## config.mk

```make
export PLATFORM = sky130hd
export DESIGN_NAME = cc_level_sequencer_flat
export DESIGN_NICKNAME = d
export VERILOG_FILES = /design/src/rtl/cc_frogger_pkg.sv /design/src/rtl/cc_level_sequencer_if.sv /design/src/rtl/cc_level_speed_rom.sv /design/src/rtl/cc_level_sequencer.sv /design/src/flat_wrapper.sv
export SDC_FILE = /design/constraint.sdc
export NUM_CORES = 1
export LEC_CHECK = 0
export ABC_AREA = 1
export CAP_MARGIN = 10
export CORE_ASPECT_RATIO = 1.4
export CORE_MARGIN = 2
export CORE_UTILIZATION = 40
export CTS_BUF_LIST = sky130_fd_sc_hd__clkbuf_4
export CTS_CLUSTER_DIAMETER = 100
export DETAILED_ROUTE_END_ITERATION = 8
export HOLD_SLACK_MARGIN = 0.03
export PLACE_DENSITY = 0.56
export SYNTH_ARGS = -nofsm -noshare
export SYNTH_HDL_FRONTEND = slang
export SYNTH_SLANG_ARGS = --single-unit
```

## constraint.sdc

```tcl
create_clock -name CC_LEVEL_SEQUENCER_CLOCK_50 -period 6.25 [get_ports CC_LEVEL_SEQUENCER_CLOCK_50]
set_input_delay 0.9375 -clock CC_LEVEL_SEQUENCER_CLOCK_50 [delete_from_list [all_inputs] [get_ports CC_LEVEL_SEQUENCER_CLOCK_50]]
set_output_delay 0.9375 -clock CC_LEVEL_SEQUENCER_CLOCK_50 [all_outputs]
set_load 0.1 [all_outputs]
```

## src/rtl/cc_frogger_pkg.sv

```systemverilog
// Shared Frogger definitions: game-state encoding plus the default level, lives,
// speed and pause constants used by the level sequencer, comparator and lanes.
package cc_frogger_pkg;

    localparam int CC_LEVELS_DATAWIDTH = 5;
    localparam int CC_MAX_LEVEL        = 5;
    localparam int CC_INIT_LIVES       = 3;
    localparam int CC_LIVES_DATAWIDTH  = 3;
    localparam int CC_PAUSE_CYCLES     = 50000000;
    localparam int CC_SPEED_DATAWIDTH  = 26;
    localparam int CC_BASE_SPEED       = 25000000;
    localparam int CC_SPEED_STEP       = 4000000;

    typedef enum logic [2:0] {
        ST_IDLE,
        ST_LOAD,
        ST_PLAY,
        ST_LVL_PAUSE,
        ST_DIE_PAUSE,
        ST_WIN,
        ST_GAME_OVER
    } state_t;

endpackage

```

## src/rtl/cc_level_sequencer_if.sv

```systemverilog
// Level-sequencer bus: detector inputs (start/goal/collision) and the level,
// lives, speed and play-control outputs towards the lane/sprite datapath.
interface cc_level_sequencer_if
    import cc_frogger_pkg::*;
#(
    parameter int LEVELS_DATAWIDTH = CC_LEVELS_DATAWIDTH,
    parameter int LIVES_DATAWIDTH  = CC_LIVES_DATAWIDTH,
    parameter int SPEED_DATAWIDTH  = CC_SPEED_DATAWIDTH
);

    logic                        CC_LEVEL_SEQUENCER_start_InLow;
    logic                        CC_LEVEL_SEQUENCER_goal_InHigh;
    logic                        CC_LEVEL_SEQUENCER_collision_InHigh;
    logic [LEVELS_DATAWIDTH-1:0] CC_LEVEL_SEQUENCER_level_Out;
    logic [LIVES_DATAWIDTH-1:0]  CC_LEVEL_SEQUENCER_lives_Out;
    logic [SPEED_DATAWIDTH-1:0]  CC_LEVEL_SEQUENCER_speed_Out;
    logic                        CC_LEVEL_SEQUENCER_load_OutHigh;
    logic                        CC_LEVEL_SEQUENCER_play_OutHigh;
    logic                        CC_LEVEL_SEQUENCER_win_OutHigh;
    logic                        CC_LEVEL_SEQUENCER_gameover_OutHigh;

    // master is the detector side, slave is the sequencer itself
    modport master (
        output CC_LEVEL_SEQUENCER_start_InLow,
        output CC_LEVEL_SEQUENCER_goal_InHigh,
        output CC_LEVEL_SEQUENCER_collision_InHigh,
        input  CC_LEVEL_SEQUENCER_level_Out,
        input  CC_LEVEL_SEQUENCER_lives_Out,
        input  CC_LEVEL_SEQUENCER_speed_Out,
        input  CC_LEVEL_SEQUENCER_load_OutHigh,
        input  CC_LEVEL_SEQUENCER_play_OutHigh,
        input  CC_LEVEL_SEQUENCER_win_OutHigh,
        input  CC_LEVEL_SEQUENCER_gameover_OutHigh
    );

    modport slave (
        input  CC_LEVEL_SEQUENCER_start_InLow,
        input  CC_LEVEL_SEQUENCER_goal_InHigh,
        input  CC_LEVEL_SEQUENCER_collision_InHigh,
        output CC_LEVEL_SEQUENCER_level_Out,
        output CC_LEVEL_SEQUENCER_lives_Out,
        output CC_LEVEL_SEQUENCER_speed_Out,
        output CC_LEVEL_SEQUENCER_load_OutHigh,
        output CC_LEVEL_SEQUENCER_play_OutHigh,
        output CC_LEVEL_SEQUENCER_win_OutHigh,
        output CC_LEVEL_SEQUENCER_gameover_OutHigh
    );

endinterface

```

## src/rtl/cc_level_speed_rom.sv

```systemverilog
// Combinational level -> lane prescaler map: BASE_SPEED - (level-1)*SPEED_STEP,
// floored at SPEED_STEP so faster levels never wrap to a huge compare value.
module cc_level_speed_rom
    import cc_frogger_pkg::*;
#(
    parameter int LEVELS_DATAWIDTH = CC_LEVELS_DATAWIDTH,
    parameter int SPEED_DATAWIDTH  = CC_SPEED_DATAWIDTH,
    parameter int BASE_SPEED       = CC_BASE_SPEED,
    parameter int SPEED_STEP       = CC_SPEED_STEP
) (
    input  logic [LEVELS_DATAWIDTH-1:0] i_level,
    output logic [SPEED_DATAWIDTH-1:0]  o_speed
);

    localparam int CW = SPEED_DATAWIDTH + LEVELS_DATAWIDTH + 1;

    logic [CW-1:0] w_steps;
    logic [CW-1:0] w_offset;
    logic [CW-1:0] w_floor;

    // level 0 (idle) maps like level 1 so the preset stays at BASE_SPEED
    always_comb begin
        w_steps = '0;
        if (i_level != '0) begin
            w_steps = CW'(i_level) - CW'(1);
        end
        w_offset = w_steps * CW'(SPEED_STEP);
        w_floor  = w_offset + CW'(SPEED_STEP);
        if (w_floor > CW'(BASE_SPEED)) begin
            o_speed = SPEED_DATAWIDTH'(SPEED_STEP);
        end else begin
            o_speed = SPEED_DATAWIDTH'(CW'(BASE_SPEED) - w_offset);
        end
    end

endmodule

```

## src/rtl/cc_level_sequencer.sv

```systemverilog
// Frogger level sequencer: level/lives bookkeeping, pauses, WIN and GAME OVER.
// Optional build macro CC_LEVEL_SEQUENCER_EXTRA_LIFE_EN grants a life per cleared level.
module cc_level_sequencer
    import cc_frogger_pkg::*;
#(
    parameter int LEVELS_DATAWIDTH = CC_LEVELS_DATAWIDTH,
    parameter int MAX_LEVEL        = CC_MAX_LEVEL,
    parameter int INIT_LIVES       = CC_INIT_LIVES,
    parameter int LIVES_DATAWIDTH  = CC_LIVES_DATAWIDTH,
    parameter int PAUSE_CYCLES     = CC_PAUSE_CYCLES,
    parameter int SPEED_DATAWIDTH  = CC_SPEED_DATAWIDTH,
    parameter int BASE_SPEED       = CC_BASE_SPEED,
    parameter int SPEED_STEP       = CC_SPEED_STEP
) (
    input logic                 CC_LEVEL_SEQUENCER_CLOCK_50,
    input logic                 CC_LEVEL_SEQUENCER_RESET_InLow,
    cc_level_sequencer_if.slave bus
);

    localparam int PCW = (PAUSE_CYCLES > 1) ? $clog2(PAUSE_CYCLES) : 1;
    localparam logic [PCW-1:0]              LP_PAUSE_LAST = PCW'(PAUSE_CYCLES - 1);
    localparam logic [LEVELS_DATAWIDTH-1:0] LP_MAX_LEVEL  = LEVELS_DATAWIDTH'(MAX_LEVEL);

    logic                        r_startQ, r_startQ2;
    logic                        r_goalQ, r_goalQ2;
    logic                        r_colQ, r_colQ2;
    state_t                      r_state;
    logic [LEVELS_DATAWIDTH-1:0] r_level;
    logic [LIVES_DATAWIDTH-1:0]  r_lives;
    logic [SPEED_DATAWIDTH-1:0]  r_speed;
    logic [PCW-1:0]              r_pauseCnt;
    logic                        r_load, r_play, r_win, r_gameover;

    logic                        w_startEv, w_goalEv, w_colEv;
    logic                        w_pauseDone;
    logic [LIVES_DATAWIDTH-1:0]  w_livesMinus;
    logic [SPEED_DATAWIDTH-1:0]  w_romSpeed;

    cc_level_speed_rom #(
        .LEVELS_DATAWIDTH (LEVELS_DATAWIDTH),
        .SPEED_DATAWIDTH  (SPEED_DATAWIDTH),
        .BASE_SPEED       (BASE_SPEED),
        .SPEED_STEP       (SPEED_STEP)
    ) u_speed_rom (
        .i_level (r_level),
        .o_speed (w_romSpeed)
    );

    // start is active-low, so its synchronised copy is inverted to make press a rising edge
    always_ff @(posedge CC_LEVEL_SEQUENCER_CLOCK_50 or negedge CC_LEVEL_SEQUENCER_RESET_InLow) begin
        if (!CC_LEVEL_SEQUENCER_RESET_InLow) begin
            r_startQ  <= 1'b0;
            r_startQ2 <= 1'b0;
            r_goalQ   <= 1'b0;
            r_goalQ2  <= 1'b0;
            r_colQ    <= 1'b0;
            r_colQ2   <= 1'b0;
        end else begin
            r_startQ  <= ~bus.CC_LEVEL_SEQUENCER_start_InLow;
            r_startQ2 <= r_startQ;
            r_goalQ   <= bus.CC_LEVEL_SEQUENCER_goal_InHigh;
            r_goalQ2  <= r_goalQ;
            r_colQ    <= bus.CC_LEVEL_SEQUENCER_collision_InHigh;
            r_colQ2   <= r_colQ;
        end
    end

    assign w_startEv    = r_startQ & ~r_startQ2;
    assign w_goalEv     = r_goalQ & ~r_goalQ2;
    assign w_colEv      = r_colQ & ~r_colQ2;
    assign w_pauseDone  = (r_pauseCnt == LP_PAUSE_LAST);
    assign w_livesMinus = (r_lives == '0) ? '0 : r_lives - LIVES_DATAWIDTH'(1);

`ifdef CC_LEVEL_SEQUENCER_EXTRA_LIFE_EN
    logic [LIVES_DATAWIDTH-1:0] w_livesPlus;
    assign w_livesPlus = (r_lives == '1) ? r_lives : r_lives + LIVES_DATAWIDTH'(1);
`endif

    always_ff @(posedge CC_LEVEL_SEQUENCER_CLOCK_50 or negedge CC_LEVEL_SEQUENCER_RESET_InLow) begin
        if (!CC_LEVEL_SEQUENCER_RESET_InLow) begin
            r_state    <= ST_IDLE;
            r_level    <= '0;
            r_lives    <= '0;
            r_speed    <= SPEED_DATAWIDTH'(BASE_SPEED);
            r_pauseCnt <= '0;
            r_load     <= 1'b0;
            r_play     <= 1'b0;
            r_win      <= 1'b0;
            r_gameover <= 1'b0;
        end else begin
            r_load <= 1'b0;
            case (r_state)
                ST_IDLE: begin
                    if (w_startEv) begin
                        r_state <= ST_LOAD;
                        r_level <= LEVELS_DATAWIDTH'(1);
                        r_lives <= LIVES_DATAWIDTH'(INIT_LIVES);
                        r_load  <= 1'b1;
                    end
                end
                ST_LOAD: begin
                    r_speed <= w_romSpeed;
                    r_play  <= 1'b1;
                    r_state <= ST_PLAY;
                end
                // goal takes priority over a same-cycle collision
                ST_PLAY: begin
                    if (w_goalEv) begin
                        r_play <= 1'b0;
                        if (r_level >= LP_MAX_LEVEL) begin
                            r_state <= ST_WIN;
                            r_win   <= 1'b1;
                        end else begin
                            r_state    <= ST_LVL_PAUSE;
                            r_pauseCnt <= '0;
`ifdef CC_LEVEL_SEQUENCER_EXTRA_LIFE_EN
                            r_lives    <= w_livesPlus;
`endif
                        end
                    end else if (w_colEv) begin
                        r_play  <= 1'b0;
                        r_lives <= w_livesMinus;
                        if (w_livesMinus == '0) begin
                            r_state    <= ST_GAME_OVER;
                            r_gameover <= 1'b1;
                        end else begin
                            r_state    <= ST_DIE_PAUSE;
                            r_pauseCnt <= '0;
                        end
                    end
                end
                ST_LVL_PAUSE: begin
                    if (w_pauseDone) begin
                        r_state <= ST_LOAD;
                        r_load  <= 1'b1;
                        if (r_level < LP_MAX_LEVEL) begin
                            r_level <= r_level + LEVELS_DATAWIDTH'(1);
                        end
                    end else begin
                        r_pauseCnt <= r_pauseCnt + PCW'(1);
                    end
                end
                ST_DIE_PAUSE: begin
                    if (w_pauseDone) begin
                        r_state <= ST_LOAD;
                        r_load  <= 1'b1;
                    end else begin
                        r_pauseCnt <= r_pauseCnt + PCW'(1);
                    end
                end
                ST_WIN, ST_GAME_OVER: begin
                    if (w_startEv) begin
                        r_state    <= ST_IDLE;
                        r_level    <= '0;
                        r_win      <= 1'b0;
                        r_gameover <= 1'b0;
                    end
                end
                default: begin
                    r_state <= ST_IDLE;
                end
            endcase
        end
    end

    assign bus.CC_LEVEL_SEQUENCER_level_Out        = r_level;
    assign bus.CC_LEVEL_SEQUENCER_lives_Out        = r_lives;
    assign bus.CC_LEVEL_SEQUENCER_speed_Out        = r_speed;
    assign bus.CC_LEVEL_SEQUENCER_load_OutHigh     = r_load;
    assign bus.CC_LEVEL_SEQUENCER_play_OutHigh     = r_play;
    assign bus.CC_LEVEL_SEQUENCER_win_OutHigh      = r_win;
    assign bus.CC_LEVEL_SEQUENCER_gameover_OutHigh = r_gameover;

endmodule

```

## src/flat_wrapper.sv

```systemverilog
// flat-port wrapper written by rule: the top's interface ports become plain ports
module cc_level_sequencer_flat import cc_frogger_pkg::*;
#(
    parameter int LEVELS_DATAWIDTH = CC_LEVELS_DATAWIDTH,
    parameter int MAX_LEVEL        = CC_MAX_LEVEL,
    parameter int INIT_LIVES       = CC_INIT_LIVES,
    parameter int LIVES_DATAWIDTH  = CC_LIVES_DATAWIDTH,
    parameter int PAUSE_CYCLES     = CC_PAUSE_CYCLES,
    parameter int SPEED_DATAWIDTH  = CC_SPEED_DATAWIDTH,
    parameter int BASE_SPEED       = CC_BASE_SPEED,
    parameter int SPEED_STEP       = CC_SPEED_STEP
)
  (CC_LEVEL_SEQUENCER_CLOCK_50, CC_LEVEL_SEQUENCER_RESET_InLow, bus_CC_LEVEL_SEQUENCER_start_InLow, bus_CC_LEVEL_SEQUENCER_goal_InHigh, bus_CC_LEVEL_SEQUENCER_collision_InHigh, bus_CC_LEVEL_SEQUENCER_level_Out, bus_CC_LEVEL_SEQUENCER_lives_Out, bus_CC_LEVEL_SEQUENCER_speed_Out, bus_CC_LEVEL_SEQUENCER_load_OutHigh, bus_CC_LEVEL_SEQUENCER_play_OutHigh, bus_CC_LEVEL_SEQUENCER_win_OutHigh, bus_CC_LEVEL_SEQUENCER_gameover_OutHigh);
  cc_level_sequencer_if #(.LEVELS_DATAWIDTH(LEVELS_DATAWIDTH), .LIVES_DATAWIDTH(LIVES_DATAWIDTH), .SPEED_DATAWIDTH(SPEED_DATAWIDTH)) bus_i ();
  input logic CC_LEVEL_SEQUENCER_CLOCK_50;
  input logic CC_LEVEL_SEQUENCER_RESET_InLow;
  input wire logic [$bits(bus_i.CC_LEVEL_SEQUENCER_start_InLow)-1:0] bus_CC_LEVEL_SEQUENCER_start_InLow;
  input wire logic [$bits(bus_i.CC_LEVEL_SEQUENCER_goal_InHigh)-1:0] bus_CC_LEVEL_SEQUENCER_goal_InHigh;
  input wire logic [$bits(bus_i.CC_LEVEL_SEQUENCER_collision_InHigh)-1:0] bus_CC_LEVEL_SEQUENCER_collision_InHigh;
  output wire logic [$bits(bus_i.CC_LEVEL_SEQUENCER_level_Out)-1:0] bus_CC_LEVEL_SEQUENCER_level_Out;
  output wire logic [$bits(bus_i.CC_LEVEL_SEQUENCER_lives_Out)-1:0] bus_CC_LEVEL_SEQUENCER_lives_Out;
  output wire logic [$bits(bus_i.CC_LEVEL_SEQUENCER_speed_Out)-1:0] bus_CC_LEVEL_SEQUENCER_speed_Out;
  output wire logic [$bits(bus_i.CC_LEVEL_SEQUENCER_load_OutHigh)-1:0] bus_CC_LEVEL_SEQUENCER_load_OutHigh;
  output wire logic [$bits(bus_i.CC_LEVEL_SEQUENCER_play_OutHigh)-1:0] bus_CC_LEVEL_SEQUENCER_play_OutHigh;
  output wire logic [$bits(bus_i.CC_LEVEL_SEQUENCER_win_OutHigh)-1:0] bus_CC_LEVEL_SEQUENCER_win_OutHigh;
  output wire logic [$bits(bus_i.CC_LEVEL_SEQUENCER_gameover_OutHigh)-1:0] bus_CC_LEVEL_SEQUENCER_gameover_OutHigh;
  assign bus_i.CC_LEVEL_SEQUENCER_start_InLow = bus_CC_LEVEL_SEQUENCER_start_InLow;
  assign bus_i.CC_LEVEL_SEQUENCER_goal_InHigh = bus_CC_LEVEL_SEQUENCER_goal_InHigh;
  assign bus_i.CC_LEVEL_SEQUENCER_collision_InHigh = bus_CC_LEVEL_SEQUENCER_collision_InHigh;
  assign bus_CC_LEVEL_SEQUENCER_level_Out = bus_i.CC_LEVEL_SEQUENCER_level_Out;
  assign bus_CC_LEVEL_SEQUENCER_lives_Out = bus_i.CC_LEVEL_SEQUENCER_lives_Out;
  assign bus_CC_LEVEL_SEQUENCER_speed_Out = bus_i.CC_LEVEL_SEQUENCER_speed_Out;
  assign bus_CC_LEVEL_SEQUENCER_load_OutHigh = bus_i.CC_LEVEL_SEQUENCER_load_OutHigh;
  assign bus_CC_LEVEL_SEQUENCER_play_OutHigh = bus_i.CC_LEVEL_SEQUENCER_play_OutHigh;
  assign bus_CC_LEVEL_SEQUENCER_win_OutHigh = bus_i.CC_LEVEL_SEQUENCER_win_OutHigh;
  assign bus_CC_LEVEL_SEQUENCER_gameover_OutHigh = bus_i.CC_LEVEL_SEQUENCER_gameover_OutHigh;
  cc_level_sequencer #(.LEVELS_DATAWIDTH(LEVELS_DATAWIDTH), .MAX_LEVEL(MAX_LEVEL), .INIT_LIVES(INIT_LIVES), .LIVES_DATAWIDTH(LIVES_DATAWIDTH), .PAUSE_CYCLES(PAUSE_CYCLES), .SPEED_DATAWIDTH(SPEED_DATAWIDTH), .BASE_SPEED(BASE_SPEED), .SPEED_STEP(SPEED_STEP)) u_core (.CC_LEVEL_SEQUENCER_CLOCK_50(CC_LEVEL_SEQUENCER_CLOCK_50), .CC_LEVEL_SEQUENCER_RESET_InLow(CC_LEVEL_SEQUENCER_RESET_InLow), .bus(bus_i));
endmodule
```

==> run summary <==
The run finished, with violations left. The checks that failed: setup timing. In the global route stage, met1 resource usage came out at 23.6%. The clock reaches the later pin of the worst-skew pair after 0.43 ns.

The cell count after synthesis came out at 1007. The logs give 2 for the maximum root-to-sink buffer count and 0.0230 ns for the clock tree skew after final layout. The post-route DRC violation count was 0. The tools report the sequential-to-total area share from yosys stat as 24.2%. Buffers inserted to repair hold after CTS numbered 0.

Post-route fraction of the period consumed by the critical path: 100%. The final-layout worst hold slack was 0.392 ns. During synthesis, Yosys emitted a total of 0 warnings. The global routing stage identified its most utilized layer as met2. The type of the worst setup path was reg -> reg. The floorplan die width was 115 um; the setup-violating endpoint count in the final report was 5. In this run the clock root is driven by a sky130_fd_sc_hd__clkbuf_4. Data arrives at the worst endpoint at 6.59 ns. The relative slew slack came out at 33.3%.

For the first-pass GRT wire length, the log shows 30.1 mm. The hold violation total from the final report was 0. Across the run, the number of max-cap violations was 0. The final max-slew violation count was 0; the number of design-rule violations left by the first detailed-router iteration was 378. For this run, the top clock speed supported by timing is 159 MHz.

Detailed routing inserted a total of 6444 vias. The logs give -0.0263 ns for the final critical-path setup slack and 3 for the H-tree level count. After detailed routing, the number of vias per cell comes to 4.95.

For this run, global-route usage on met2 was measured as 37.9%. The die extent in y is 159 um, and the net count of the finished layout is 1183. TritonCTS built the clock tree. The slowest stage of the critical path is the sky130_fd_sc_hd__fa_2 cell. At the end of routability-driven placement, the weighted congestion stood at 0.855. Averaged over all synthesized cells, the footprint is 6.83 um^2. The netlist uses 43 different library cells.

After clock tree synthesis, the clock-pin slew on the worst setup and hold paths is 0.14 ns. Excluding fillers, the count of instances in the completed layout stands at 1302. Port buffering added 35 buffers. Setup repair after global routing could not meet its margin everywhere. Once detailed placement completed, the half-perimeter wirelength came to 14.4 mm. The initial core utilization is 40.9%, and the detailed-routing iteration count for the pre-antenna-repair pass is 4. The met3 track utilization from global routing is 1.90%, and the layout overhead on the synthesized area is 19.2%. In this run the standard cell core region covers 16800 um^2. The most common cell after layout, fill and taps aside is sky130_fd_sc_hd__nand2_1. The required time at the worst-slack endpoint came out at 6.56 ns. The endpoint type of the worst setup path was a flop. The count of standard-cell rows is 56, and the worst-path maximum fanout is 19. The min-delay analysis places its worst path in the category reg -> reg.

Pin placement for this block handled 43 I/O pins. The synthesized cell area was 6880 um^2. In the layout the commonest cells are sky130_fd_sc_hd__nand2_1 (252), sky130_fd_sc_hd__inv_1 (166), sky130_fd_sc_hd__nor2_1 (100). In the final layout, the share of cells above drive strength 1 is 15.3%.

The delay of the slowest cell on the worst path works out to 0.54 ns. In this run the remaining antenna-violating nets after routing total 0. The tools report the number of clock sinks seen by CTS as 66. The flip-flop and latch count after synthesis is 66, and the average routed wire per standard cell is 13.5 um. The minimum clock period after layout was 6.28 ns. In the global route stage, overall resource usage came out at 20.2%. Before CTS, the worst setup slack after placement is -0.125 ns. For the via count of the first global-routing pass, the log shows 6391. The number of antenna violations at the first check in global routing is 1. Entering global routing, the biggest net connects 67 pins. The worst setup path is launched from a flop.

For this run the aggregate overflow at the end of global routing stands at 0. The number of clock buffers added by TritonCTS is 9. After detailed placement, the design holds a cell count of 1267. After routing, the total negative slack on setup checks comes to -0.0534 ns.

For the final wirelength, the log shows 17.6 mm. For the pin with the worst max-slew slack, the measured transition is 0.997 ns. The die covers 18300 um^2.
## layout make-up
cell class | instances | area [um^2]
Tap cell | 203 | 254
Antenna cell | 1 | 2.50
Fill cell | 1748 | 8620
Clock buffer | 9 | 67.6
Timing Repair Buffer | 84 | 726
Clock inverter | 7 | 100
Sequential cell | 66 | 1680
Multi-Input combinational cell | 753 | 4690
Inverter | 179 | 679
## metal layers
metal / share of wire (%) / vias up / routed length (um)
met2: 54 / 78 / 9450
met1: 42 / 2977 / 7390
met3: 1.6 / 35 / 284
met5: 0 / - / 0
met4: 2.8 / 0 / 497
li1: - / 3354 / -
## Yosys cell counts (all sizes together)
cell	n	area share, %
nor4	7	0.64
nor3b	1	0.11
conb	1	0.055
nand4	15	1.4
a31oi	4	0.36
buf	12	1.2
o21a	2	0.22
fa	25	7.3
o22ai	12	1.1
dfrtp	54	20
ha	60	11
xnor2	7	0.89
nand3b	2	0.22
dfstp	12	4.6
nor4b	1	0.13
nor2	121	7.2
o211ai	2	0.22
o31ai	6	0.65
xor2	33	4.2
clkbuf	3	0.16
a21boi	1	0.11
nand3	68	5.3
inv	179	9.8
a21oi	33	2.5
nand2	277	16
a21o	1	0.11
o21ai	35	2.7
nor3	28	2.2
a22o	1	0.13
a31o	1	0.13
and2	3	0.27
## final timing paths
kind / slack, ns / cells past startpoint / start / endpoint
max in group asynchronous: 4.95 / 2 / CC_LEVEL_SEQUENCER_RESET_InLow / u_core.bus.CC_LEVEL_SEQUENCER_level_Out[2]
min in group asynchronous: 0.67 / 2 / CC_LEVEL_SEQUENCER_RESET_InLow / u_core.r_pauseCnt[13]
worst max register to register: -0.03 / 37 / u_core.bus.CC_LEVEL_SEQUENCER_level_Out[0] / u_core.bus.CC_LEVEL_SEQUENCER_speed_Out[8]
worst min register to register: 0.39 / 0 / u_core.r_goalQ / u_core.r_goalQ2
worst min-delay path: 0.39 / 0 / u_core.r_goalQ / u_core.r_goalQ2
worst max-delay path: -0.03 / 37 / u_core.bus.CC_LEVEL_SEQUENCER_level_Out[0] / u_core.bus.CC_LEVEL_SEQUENCER_speed_Out[8]
## worst max-delay path, delay by kind of cell (launching register included)
| family | cells | cell delay, ns |
|---|---|---|
| buffers and inverters | 10 | 0.73 |
| AND/OR/NAND/NOR | 19 | 1.75 |
| adder cells (fa/ha/maj) | 8 | 3.21 |
| flip-flops | 1 | 0.45 |
## registers in the layout, indices dropped and copies added (netlist names), 3 cells and up
signal                                   cells
u_core.r_state                               3
u_core.bus.CC_LEVEL_SEQUENCER_level_Out      5
u_core.r_pauseCnt                           26
u_core.bus.CC_LEVEL_SEQUENCER_lives_Out      3
u_core.bus.CC_LEVEL_SEQUENCER_speed_Out     19
## repair_timing
| item | 4_1_cts | 5_1_grt |
|---|---|---|
| pin swaps | 12 | 14 |
| setup buffers | 7 | 11 |
| setup endpoints to repair | 19 | 19 |
| resized for setup | 20 | 26 |
## kinds of logic after synthesis
kind of cell	count (synthesis)	synth area share, %
AO/OA/AOI/OAI	98	8.19
XOR/XNOR	40	5.09
adder cells (fa/ha/maj)	85	18.2
buffers and inverters	194	11.2
flip-flops	66	24.2
other	1	0.0545
AND/OR/NAND/NOR	523	33.1
## metrics by stage
step | cell area, um^2 | util (%)
after floorplan | 6990 | -
after global placement | 7740 | 46.0
after detailed placement | 7740 | 46.0
after CTS | 8040 | 47.8
after global routing | 8200 | 48.8
final | 8200 | 48.8
Power is left out: the tool's default activity adds up to more than one toggle a clock period on the data nets, which glitch-free logic cannot reach.
